$ cat src/rtl/seq_alu_pkg.sv
// Shared encodings for the sequential switch/key calculator: modes,
// per-mode operation selects and controller states.
package seq_alu_pkg;

   typedef enum logic [1:0] {
      MODE_ARITH = 2'd0,
      MODE_LOGIC = 2'd1,
      MODE_CMP   = 2'd2,
      MODE_PASS  = 2'd3
   } mode_e;

   localparam logic [1:0] OP_ADD = 2'b00;
   localparam logic [1:0] OP_SUB = 2'b01;
   localparam logic [1:0] OP_MUL = 2'b10;
   localparam logic [1:0] OP_DIV = 2'b11;

   localparam logic [1:0] OP_AND = 2'b00;
   localparam logic [1:0] OP_OR  = 2'b01;
   localparam logic [1:0] OP_XOR = 2'b10;
   localparam logic [1:0] OP_NOT = 2'b11;

   localparam logic [1:0] OP_EQ  = 2'b00;
   localparam logic [1:0] OP_GT  = 2'b01;
   localparam logic [1:0] OP_LT  = 2'b10;
   localparam logic [1:0] OP_MAX = 2'b11;

   typedef enum logic [1:0] {
      ST_IDLE = 2'd0,
      ST_EXEC = 2'd1,
      ST_ITER = 2'd2
   } state_e;

endpackage

$ cat src/rtl/seq_alu_calc_key_debounce.sv
// Debouncer for one active-low board key: two-flop synchroniser, run-length
// counter against the stable level, and a one-cycle pulse on each accepted press.
module key_debounce #(
   parameter int DEBOUNCE_CYCLES = 50000
) (
   input  logic i_clk,
   input  logic i_rst,
   input  logic i_key_n,
   output logic o_press
);

   localparam int CNT_W = $clog2(DEBOUNCE_CYCLES + 1);
   localparam logic [CNT_W-1:0] CNT_LAST = CNT_W'(DEBOUNCE_CYCLES - 1);

   logic             r_sync1;
   logic             r_sync2;
   logic             r_stable;
   logic             r_press;
   logic [CNT_W-1:0] r_cnt;
   logic             w_sample;

   assign w_sample = ~r_sync2;
   assign o_press  = r_press;

   // Synchronise, count consecutive disagreeing samples, flip the stable level.
   always_ff @(posedge i_clk) begin
      if (i_rst) begin
         r_sync1  <= 1'b1;
         r_sync2  <= 1'b1;
         r_stable <= 1'b0;
         r_press  <= 1'b0;
         r_cnt    <= {CNT_W{1'b0}};
      end else begin
         r_sync1 <= i_key_n;
         r_sync2 <= r_sync1;
         r_press <= 1'b0;
         if (w_sample != r_stable) begin
            if (r_cnt == CNT_LAST) begin
               r_stable <= w_sample;
               r_cnt    <= {CNT_W{1'b0}};
               r_press  <= w_sample;
            end else begin
               r_cnt <= r_cnt + CNT_W'(1);
            end
         end else begin
            r_cnt <= {CNT_W{1'b0}};
         end
      end
   end

endmodule

$ cat src/rtl/seq_alu_calc.sv
// Clocked calculator datapath between the board switches/keys and the display
// layer: mode stepping, single-cycle ops and iterative multiply/divide.
module seq_alu_calc
   import seq_alu_pkg::*;
#(
   parameter int WIDTH           = 4,
   parameter int DEBOUNCE_CYCLES = 50000
) (
   input  logic                 clk,
   input  logic                 rst,
   input  logic [1:0]           key_n,
   input  logic [WIDTH-1:0]     op_a,
   input  logic [WIDTH-1:0]     op_b,
   input  logic [1:0]           op_sel,
   output logic [1:0]           mode,
   output logic [2*WIDTH-1:0]   result,
   output logic                 ovf,
   output logic                 dz_err,
   output logic                 busy,
   output logic                 valid
);

   localparam int RW = 2 * WIDTH;
   localparam int CW = $clog2(WIDTH + 1);

   state_e            r_state;
   state_e            w_next_state;
   logic [WIDTH-1:0]  r_a;
   logic [WIDTH-1:0]  r_b;
   logic [1:0]        r_sel;
   logic [1:0]        r_lmode;
   logic [1:0]        r_mode;
   logic [RW-1:0]     r_result;
   logic              r_ovf;
   logic              r_dz;
   logic              r_busy;
   logic              r_valid;
   logic [RW-1:0]     r_acc;
   logic [RW-1:0]     r_mcand;
   logic [WIDTH-1:0]  r_mplier;
   logic [WIDTH-1:0]  r_rem;
   logic [WIDTH-1:0]  r_quo;
   logic [CW-1:0]     r_iter;

   logic              w_start_press;
   logic              w_mode_press;
   logic              w_go_iter;
   logic              w_iter_last;
   logic [WIDTH-1:0]  w_sum;
   logic [WIDTH-1:0]  w_diff;
   logic [RW-1:0]     w_exec_result;
   logic              w_exec_ovf;
   logic              w_exec_dz;
   logic [RW-1:0]     w_mul_acc_next;
   logic [WIDTH:0]    w_div_shift;
   logic              w_div_ge;
   logic [WIDTH-1:0]  w_div_rem_next;
   logic [WIDTH-1:0]  w_div_quo_next;

   key_debounce #(.DEBOUNCE_CYCLES(DEBOUNCE_CYCLES)) u_start_key (
      .i_clk   (clk),
      .i_rst   (rst),
      .i_key_n (key_n[0]),
      .o_press (w_start_press)
   );

   key_debounce #(.DEBOUNCE_CYCLES(DEBOUNCE_CYCLES)) u_mode_key (
      .i_clk   (clk),
      .i_rst   (rst),
      .i_key_n (key_n[1]),
      .o_press (w_mode_press)
   );

   // Divide by zero never iterates; it completes through EXEC with the error flag.
   assign w_go_iter   = (r_mode == MODE_ARITH) &&
                        ((op_sel == OP_MUL) || ((op_sel == OP_DIV) && (op_b != {WIDTH{1'b0}})));
   assign w_iter_last = (r_iter == CW'(WIDTH - 1));
   assign w_sum       = r_a + r_b;
   assign w_diff      = r_a - r_b;

   assign w_mul_acc_next = r_acc + (r_mplier[0] ? r_mcand : {RW{1'b0}});
   assign w_div_shift    = {r_rem, r_quo[WIDTH-1]};
   assign w_div_ge       = (w_div_shift >= {1'b0, r_b});
   assign w_div_rem_next = w_div_ge ? WIDTH'(w_div_shift - {1'b0, r_b}) : w_div_shift[WIDTH-1:0];
   assign w_div_quo_next = {r_quo[WIDTH-2:0], w_div_ge};

   assign mode   = r_mode;
   assign result = r_result;
   assign ovf    = r_ovf;
   assign dz_err = r_dz;
   assign busy   = r_busy;
   assign valid  = r_valid;

   // Controller state register.
   always_ff @(posedge clk) begin
      if (rst) begin
         r_state <= ST_IDLE;
      end else begin
         r_state <= w_next_state;
      end
   end

   // Controller next-state logic.
   always_comb begin
      w_next_state = r_state;
      case (r_state)
         ST_IDLE: begin
            if (w_start_press) begin
               w_next_state = w_go_iter ? ST_ITER : ST_EXEC;
            end else begin
               w_next_state = ST_IDLE;
            end
         end
         ST_EXEC: w_next_state = ST_IDLE;
         ST_ITER: begin
            if (w_iter_last) begin
               w_next_state = ST_IDLE;
            end else begin
               w_next_state = ST_ITER;
            end
         end
         default: w_next_state = ST_IDLE;
      endcase
   end

   // Single-cycle results from the latched operands.
   always_comb begin
      w_exec_result = {RW{1'b0}};
      w_exec_ovf    = 1'b0;
      w_exec_dz     = 1'b0;
      case (r_lmode)
         MODE_ARITH: begin
            case (r_sel)
               OP_ADD: begin
                  w_exec_result = {{WIDTH{w_sum[WIDTH-1]}}, w_sum};
                  w_exec_ovf    = (r_a[WIDTH-1] == r_b[WIDTH-1]) && (w_sum[WIDTH-1] != r_a[WIDTH-1]);
               end
               OP_SUB: begin
                  w_exec_result = {{WIDTH{w_diff[WIDTH-1]}}, w_diff};
                  w_exec_ovf    = (r_a[WIDTH-1] != r_b[WIDTH-1]) && (w_diff[WIDTH-1] != r_a[WIDTH-1]);
               end
               OP_DIV: begin
                  w_exec_result = {RW{1'b1}};
                  w_exec_dz     = 1'b1;
               end
               default: w_exec_result = {RW{1'b0}};
            endcase
         end
         MODE_LOGIC: begin
            case (r_sel)
               OP_AND:  w_exec_result = {{WIDTH{1'b0}}, r_a & r_b};
               OP_OR:   w_exec_result = {{WIDTH{1'b0}}, r_a | r_b};
               OP_XOR:  w_exec_result = {{WIDTH{1'b0}}, r_a ^ r_b};
               default: w_exec_result = {{WIDTH{1'b0}}, ~r_a};
            endcase
         end
         MODE_CMP: begin
            case (r_sel)
               OP_EQ:   w_exec_result = {{(RW-1){1'b0}}, (r_a == r_b)};
               OP_GT:   w_exec_result = {{(RW-1){1'b0}}, (r_a > r_b)};
               OP_LT:   w_exec_result = {{(RW-1){1'b0}}, (r_a < r_b)};
               default: w_exec_result = {{WIDTH{1'b0}}, ((r_a > r_b) ? r_a : r_b)};
            endcase
         end
         MODE_PASS: w_exec_result = {r_b, r_a};
         default:   w_exec_result = {RW{1'b0}};
      endcase
   end

   // Operand latch, mode stepping, iteration datapath and registered outputs.
   always_ff @(posedge clk) begin
      if (rst) begin
         r_a      <= {WIDTH{1'b0}};
         r_b      <= {WIDTH{1'b0}};
         r_sel    <= 2'b00;
         r_lmode  <= 2'b00;
         r_mode   <= 2'b00;
         r_result <= {RW{1'b0}};
         r_ovf    <= 1'b0;
         r_dz     <= 1'b0;
         r_busy   <= 1'b0;
         r_valid  <= 1'b0;
         r_acc    <= {RW{1'b0}};
         r_mcand  <= {RW{1'b0}};
         r_mplier <= {WIDTH{1'b0}};
         r_rem    <= {WIDTH{1'b0}};
         r_quo    <= {WIDTH{1'b0}};
         r_iter   <= {CW{1'b0}};
      end else begin
         r_valid <= 1'b0;
         case (r_state)
            ST_IDLE: begin
               if (w_start_press) begin
                  r_a      <= op_a;
                  r_b      <= op_b;
                  r_sel    <= op_sel;
                  r_lmode  <= r_mode;
                  r_busy   <= 1'b1;
                  r_acc    <= {RW{1'b0}};
                  r_mcand  <= {{WIDTH{1'b0}}, op_a};
                  r_mplier <= op_b;
                  r_rem    <= {WIDTH{1'b0}};
                  r_quo    <= op_a;
                  r_iter   <= {CW{1'b0}};
               end else if (w_mode_press) begin
                  r_mode <= r_mode + 2'd1;
               end else begin
                  r_busy <= 1'b0;
               end
            end
            ST_EXEC: begin
               r_result <= w_exec_result;
               r_ovf    <= w_exec_ovf;
               r_dz     <= w_exec_dz;
               r_valid  <= 1'b1;
               r_busy   <= 1'b0;
            end
            ST_ITER: begin
               r_acc    <= w_mul_acc_next;
               r_mcand  <= {r_mcand[RW-2:0], 1'b0};
               r_mplier <= {1'b0, r_mplier[WIDTH-1:1]};
               r_rem    <= w_div_rem_next;
               r_quo    <= w_div_quo_next;
               r_iter   <= r_iter + CW'(1);
               if (w_iter_last) begin
                  r_result <= (r_sel == OP_MUL) ? w_mul_acc_next : {w_div_rem_next, w_div_quo_next};
                  r_ovf    <= 1'b0;
                  r_dz     <= 1'b0;
                  r_valid  <= 1'b1;
                  r_busy   <= 1'b0;
               end
            end
            default: r_busy <= 1'b0;
         endcase
      end
   end

endmodule

$ cat config.mk
export PLATFORM = sky130hd
export DESIGN_NAME = seq_alu_calc
export DESIGN_NICKNAME = d
export VERILOG_FILES = /design/src/rtl/seq_alu_pkg.sv /design/src/rtl/seq_alu_calc_key_debounce.sv /design/src/rtl/seq_alu_calc.sv
export SDC_FILE = /design/constraint.sdc
export NUM_CORES = 1
export LEC_CHECK = 0
export ABC_AREA = 1
export BUFFER_PORTS_ARGS = -buffer_cell sky130_fd_sc_hd__buf_2
export CELL_PAD_IN_SITES_DETAIL_PLACEMENT = 1
export CELL_PAD_IN_SITES_GLOBAL_PLACEMENT = 1
export CORE_ASPECT_RATIO = 0.8
export CORE_MARGIN = 2
export CORE_UTILIZATION = 35
export CTS_CLUSTER_DIAMETER = 120
export DETAILED_ROUTE_END_ITERATION = 8
export GPL_TIMING_DRIVEN = 0
export PLACE_DENSITY_LB_ADDON = 0.1
export SETUP_SLACK_MARGIN = 0.4
export SLEW_MARGIN = 20
export SYNTH_ARGS = -nofsm -noshare
export SYNTH_HDL_FRONTEND = slang
export SYNTH_SLANG_ARGS = --single-unit
$ cat constraint.sdc
create_clock -name clk -period 5.35 [get_ports clk]
set_input_delay 0.2675 -clock clk [delete_from_list [all_inputs] [get_ports clk]]
set_output_delay 0.2675 -clock clk [all_outputs]
set_load 0.005 [all_outputs]
==> run metrics, run 1 <==
antenna violations before repair 0; cell area power density around 240 nW/um^2; Die Y 116 um; Hold WC Path Type input port to flip-flop; DR iter-0 viols roughly 270; commonest non-fill, non-tap cells in the layout 169 x nand2_1, 99 x dfxtp_1, 83 x a21oi_1; FF-to-FF End result[5]; Final Skew just over 0.01 ns; Congestion Overflow GR 0; register area share after synthesis 36.2%; FF+latch area a little under 2000 um^2; FILL cells a little under 2k; CTS Buf Count 9; core area roughly 15000 um^2; clock tree sinks between 90 and 100; final hold vios 0; Arr. time, crit path around 2.6 ns; die area 16700 um^2; H-tree depth 3; Post-synth EDFFs 0; Most used DFF post-synth dfxtp_1; Synth top area share a little over a third; syn_area_per_cell about 7 um^2; post-route ant nets 0; Final period util between 40 and 50%; setup TNS 0 ns; GRT Overall Usage 21.7%; leakage power 2.46 nW; Diodes inserted 0; Post-Syn Area between 5000 and 6000 um^2; top area cells in the synthesized netlist dfxtp_1 36%, nand2_1 12%, a21oi_1 7.6%, ha_1 7.1%, inv_1 5.3%; CTS tree built; drt pass-1 iters 4; FFs w/ async S/R, synth 0%; HPWL after DPL 13200 um; worst setup path category flip-flop to flip-flop; vias in the first global route about 5.3k; first-pass GRT wire length ~28000 um; commonest non-fill, non-tap cell in the layout nand2_1; Tot Pwr around 1.5 mW; reg2reg path depth 13; Max VDD drop approximately 0.16 mV; layout cells sized above 1 about an eighth; outcome finished clean; Synth Register Bits 99; Final GP Congestion 0.877; Final setup viols 0; Setup WS pre-CTS ~3.1 ns; fmax ~430 MHz; Area Overhead vs Synth 12.8%; Root Driver clkbuf_16; largest net degree at the start of global routing 19; Post-Syn Nets 812; worst hold endpoint u_start_key.r_sync1; setup bufs post-CTS 0; Synth Warn # 0; fin. max-slew vios 0; FF-to-FF Start r_b[1]; relative slew slack between 40% and 50%; Row Count 40; area taken by multi-input logic gates 3020 um^2; fin crit period around 2.3 ns; post-cts sizing count 0; Die W approximately 140 um; worst slew pin tran about 0.80 ns; post-route setup slack ~3.0 ns; Cells after Synth around 760; Design Area, Final approximately 6000 um^2; Via density about 5.1; HP Start key_n[0]; MaxCap Viol Count 0; Final nets 849; Cell variety after synth 43; Worst setup SP type flip-flop; crit-path max FO 8; I/O Buffers 26; clock latency on the worst-skew pair between 0.3 and 0.4 ns; clk buf depth 2; Initial Util ~36%; Layout Utilization between 40 and 50%; drt wl/cell around 17 um; DR vias ~5.2k; worst hold stages 2; unrepaired setup endpoints after global routing no; clock slew at reported path FFs approximately 0.070 ns; endpoint class of the critical path flip-flop; placed cell area a little under 6000 um^2; largest area contributor in the netlist dfxtp_1; Ports 28; Total Wirelength approximately 17000 um; WP data required between 5 and 6 ns; hold buffers post-CTS 0; Residual DRC 0; Worst R2R Setup Slack ~3.0 ns
==> logic make-up (layout without fill, tap and decap cells) <==
family          after synthesis  in the layout  synth area share, %
fa+ha+maj                    35             35                 8.55
simple gates                334            334                 28.3
buf+inv                     117            159                 8.64
compound gates              164            164                 16.1
xor+xnor                     14             14                 2.24
flops                        99             99                 36.2
==> sequential cells by signal, summed over array words and instances (netlist names), 2 cells and up <==
register / count
r_rem: 4
result: 8
r_mcand: 8
r_b: 4
r_mplier: 4
r_sel: 2
r_acc: 8
r_lmode: 2
mode: 2
u_start_key.r_cnt: 16
r_a: 4
r_iter: 3
r_state: 2
u_mode_key.r_cnt: 16
r_quo: 4
==> worst max-delay path by stage <==
| stage | cells past startpoint | to | from |
|---|---|---|---|
| 2_1_floorplan | 13 | result[4] | r_mplier[0] |
| 3_3_place_gp | 13 | result[6] | r_b[1] |
| 3_5_place_dp | 13 | result[5] | r_b[1] |
| 4_1_cts | 13 | result[5] | r_b[1] |
| 5_1_grt | 13 | result[5] | r_b[1] |
| 6_report | 13 | result[5] | r_b[1] |
==> cell usage after synthesis (6+ instances only) <==
cell	instances
ha_1	31
nand4_1	11
o211ai_1	6
nand3_1	54
nor3_1	11
dfxtp_1	99
inv_1	78
o21ai_1	11
xor2_1	8
inv_2	14
nand2_1	169
o21ai_0	44
a21oi_1	83
nor2_1	43
nand2_2	9
xnor2_1	6
buf_2	8
clkbuf_1	11
nor2_2	7
a31oi_1	9
==> final cells by class <==
cell class	count	area share (%)
flip-flops and latches	99	32.1
well taps	210	4.26
clock inverters	7	1.32
clock buffers	9	3.65
multi-input cells	547	48.9
repair buffers	26	2.11
plain buffers	24	1.99
inverters	93	5.67
==> report_power, final <==
group | total [mW] | leakage (nW) | switching (mW) | internal, mW
logic | 0.0318 | 1.51 | 0.0228 | 0.00901
clock network | 0.689 | 0.146 | 0.319 | 0.370
registers | 0.739 | 0.798 | 0.00106 | 0.738
==> stage by stage <==
stage	instances	hold slack, ns
floorplan	763	0.371
global route	1015	0.0693
global placement	999	0.398
CTS	1015	0.0710
finish	1015	0.0788
detailed placement	999	0.407
==> layer usage <==
metal	part of all wire, %	global-route usage [%]
met5	0	0
met4	0.74	3.73
met3	4.4	4.71
met2	42	32.2
met1	53	32.6
==> critical path: stages, from the launching register on <==
cell	delay (ns)
dfxtp_1	0.43
inv_1	0.27
ha_1	0.39
nand2_1	0.06
nor2_1	0.17
nor2_1	0.08
nand2_1	0.08
nand2_2	0.10
nand2_2	0.15
nand2_1	0.09
nand3_1	0.09
nand3_1	0.12
nand2_1	0.11
a21oi_1	0.06
Note: power is estimated with default switching activity, not from simulation.
==> inputs of run 2 (changes only) <==
==> constraint.sdc (replaced) <==
create_clock -name clk -period 2.2 [get_ports clk]
set_input_delay 0.11 -clock clk [delete_from_list [all_inputs] [get_ports clk]]
set_output_delay 0.11 -clock clk [all_outputs]
set_load 0.005 [all_outputs]
==> run 2 against run 1 <==
Against the previous run: critical path type unchanged; first-iteration DRC count rose by 8.3%; final cell count rose by 2.6%; critical path depth decreased by 2; register-to-register slack lost 2.8 ns; clock skew grew 0.0017 ns; maximum frequency is 20% higher; die area unchanged; clock power is 140% higher; design area up 13%.
==> run metrics, run 2 (synthesis gave the netlist of run 1 again) <==
outcome finished clean; fmax 516 MHz (+20%); worst slew pin tran 0.904 ns (+0.105 ns); Residual DRC 0 (unchanged); Via density 5.19 (+1.8%); MaxCap Viol Count 0 (unchanged); HP Start op_b[3]; Worst setup SP type flip-flop; Setup WS pre-CTS -0.0478 ns (-3.15 ns); cell area power density 509 nW/um^2 (+120%); Initial Util 36.1% (unchanged); FF-to-FF Start r_mplier[0]; H-tree depth 3 (unchanged); reg2reg path depth 11 (-2); Die W 144 um (unchanged); DR iter-0 viols 287 (+8.3%); GRT Overall Usage 22.9% (+1.2 points); antenna violations before repair 0 (unchanged); Ports 28 (unchanged); crit path cell chain buf_6 -> nand2_4 -> inv_4 -> ha_4 -> fa_2 -> nand4_1 -> nand4_1 -> nand3_2 -> nand3_2 -> nand2_1 -> a21oi_1; layer with the highest usage met2; Hold WC Path Type input port to flip-flop; clock latency on the worst-skew pair 0.37 ns (about the same); Row Count 40 (unchanged); FF-to-FF End result[6]; clock slew at reported path FFs 0.08 ns (about the same); Arr. time, crit path 2.18 ns (-0.38 ns); setup TNS 0 ns (unchanged); final hold vios 0 (unchanged); vias in the first global route 5504 (+4.2%); Diodes inserted 0 (unchanged); fin. max-slew vios 0 (unchanged); Final GP Congestion 0.877 (unchanged); clock tree sinks 99 (unchanged); worst hold endpoint r_b[3]; fin crit period 1.94 ns (-0.390 ns); clk buf depth 2 (unchanged); Crit path largest cell delay 0.39 ns (-0.04 ns); endpoint class of the critical path flip-flop; post-route setup slack 0.263 ns (-2.76 ns); hold slack final 0.0194 ns (-0.0594 ns); CTS tree built; unrepaired setup endpoints after global routing yes; CTS Buf Count 9 (unchanged); drt pass-1 iters 5 (+1); leakage power 2.68 nW (+9.0%); Final period util 88.0% (+45 points); Congestion Overflow GR 0 (unchanged); relative slew slack 39.7% (-7.0 points); grt met3 use 4.79% (+0.083 points); Die Y 116 um (unchanged); Total Wirelength 18300 um (+9.1%); slowest stage cell, crit path fa_2; HPWL after DPL 13200 um (unchanged); worst hold stages 3 (+1); layout cells sized above 1 28.8% (+15 points); largest registers u_mode_key.r_cnt (16), u_start_key.r_cnt (16); drt wl/cell 17.6 um (+6.4%); commonest non-fill, non-tap cell in the layout nand2_1; post-route ant nets 0 (unchanged); Final Skew 0.0121 ns (+0.00175 ns); core area 15200 um^2 (unchanged); worst setup path category flip-flop to flip-flop; Max VDD drop 0.366 mV (+130%); Area Overhead vs Synth 27.8%; Root Driver clkbuf_16; commonest non-fill, non-tap cells in the layout 146 x nand2_1, 88 x dfxtp_1, 71 x a21oi_1; crit-path max FO 5 (-3); largest net degree at the start of global routing 19 (unchanged); die area 16700 um^2 (unchanged); WP data required 2.44 ns (-3.15 ns); Final nets 875 (+3.1%); Worst R2R Setup Slack 0.26 ns (-2.76 ns); Final setup viols 0 (unchanged); met2 GRT Util 34.9% (+2.7 points); first-pass GRT wire length 29300 um (+5.6%); DR vias 5399 (+4.4%); I/O Buffers 26 (unchanged); met1 Usage GRT 33.7% (+1.0 points)
[run 2: changes by cell type in the layout (fill, tap and decap cells not counted), moves of 8 or more]
cell | before | now
ha_1 | 31 | 18
ha_4 | 0 | 11
nand2_1 | 169 | 146
inv_1 | 78 | 67
buf_6 | 1 | 10
dfxtp_1 | 99 | 88
dfxtp_2 | 0 | 8
a21oi_2 | 3 | 13
nand3_2 | 5 | 23
a21oi_1 | 83 | 71
buf_4 | 4 | 19
nand3_1 | 54 | 34
nand2_2 | 9 | 22
nand2_4 | 0 | 9
[run 2: worst max path at each step]
stage                start          to  depth (start not counted)
2_1_floorplan  r_mplier[0]   result[4]                         13
3_3_place_gp        r_b[1]   result[6]                         13
3_5_place_dp        r_b[1]   result[5]                         13
4_1_cts             r_b[1]   result[2]                         10
5_1_grt         r_state[0]  r_mcand[7]                          6
6_report       r_mplier[0]   result[6]                         11
[run 2: critical path, delay by kind of cell, from the launching register on]
family / cells / cell delay [ns]
DFF: 1 / 0.34
buffers and inverters: 2 / 0.16
AOI/OAI and AO/OA: 1 / 0.06
adders and majority gates: 2 / 0.55
and+or+nand+nor: 6 / 0.69
[run 2: metrics by stage]
step / utilization [%] / instances / power [mW] / instance area (um^2)
finish: 46.1 / 1041 / 3.56 / 7000
global route: 46.1 / 1041 / 3.69 / 7000
CTS: 43.6 / 1034 / 3.60 / 6620
detailed placement: 38.7 / 999 / 1.92 / 5870
global placement: 38.7 / 999 / 1.92 / 5870
floorplan: - / 763 / 1.88 / 5470
[run 2: per-layer routing]
metal | vias up | share of wire, %
li1 | 2638 | -
met1 | 2677 | 52
met2 | 68 | 44
met3 | 16 | 3.4
met4 | 0 | 0.97
met5 | - | 0
[run 2: layout make-up]
cell class / count / area, um^2
Buffer: 24 / 141
Clock buffer: 9 / 225
Clock inverter: 7 / 81.3
Fill cell: 1889 / 8170
Inverter: 93 / 367
Multi-Input combinational cell: 547 / 3550
Sequential cell: 99 / 2000
Tap cell: 210 / 263
Timing Repair Buffer: 52 / 360
[run 2: timing repair]
| item | 4_1_cts | 5_1_grt |
|---|---|---|
| gates cloned | 1 | 0 |
| pin swaps | 34 | 31 |
| gates resized for setup | 82 | 74 |
| hold buffers | 2 | 0 |
| hold endpoints to repair | 2 | 0 |
| endpoints found under the setup margin | 18 | 67 |
| buffers inserted | 16 | 7 |
[run 2: power breakdown]
part	total, mW	switching, mW	internal [mW]
clock network	1.68	0.784	0.900
registers	1.79	0.00267	1.79
logic	0.0854	0.0589	0.0265
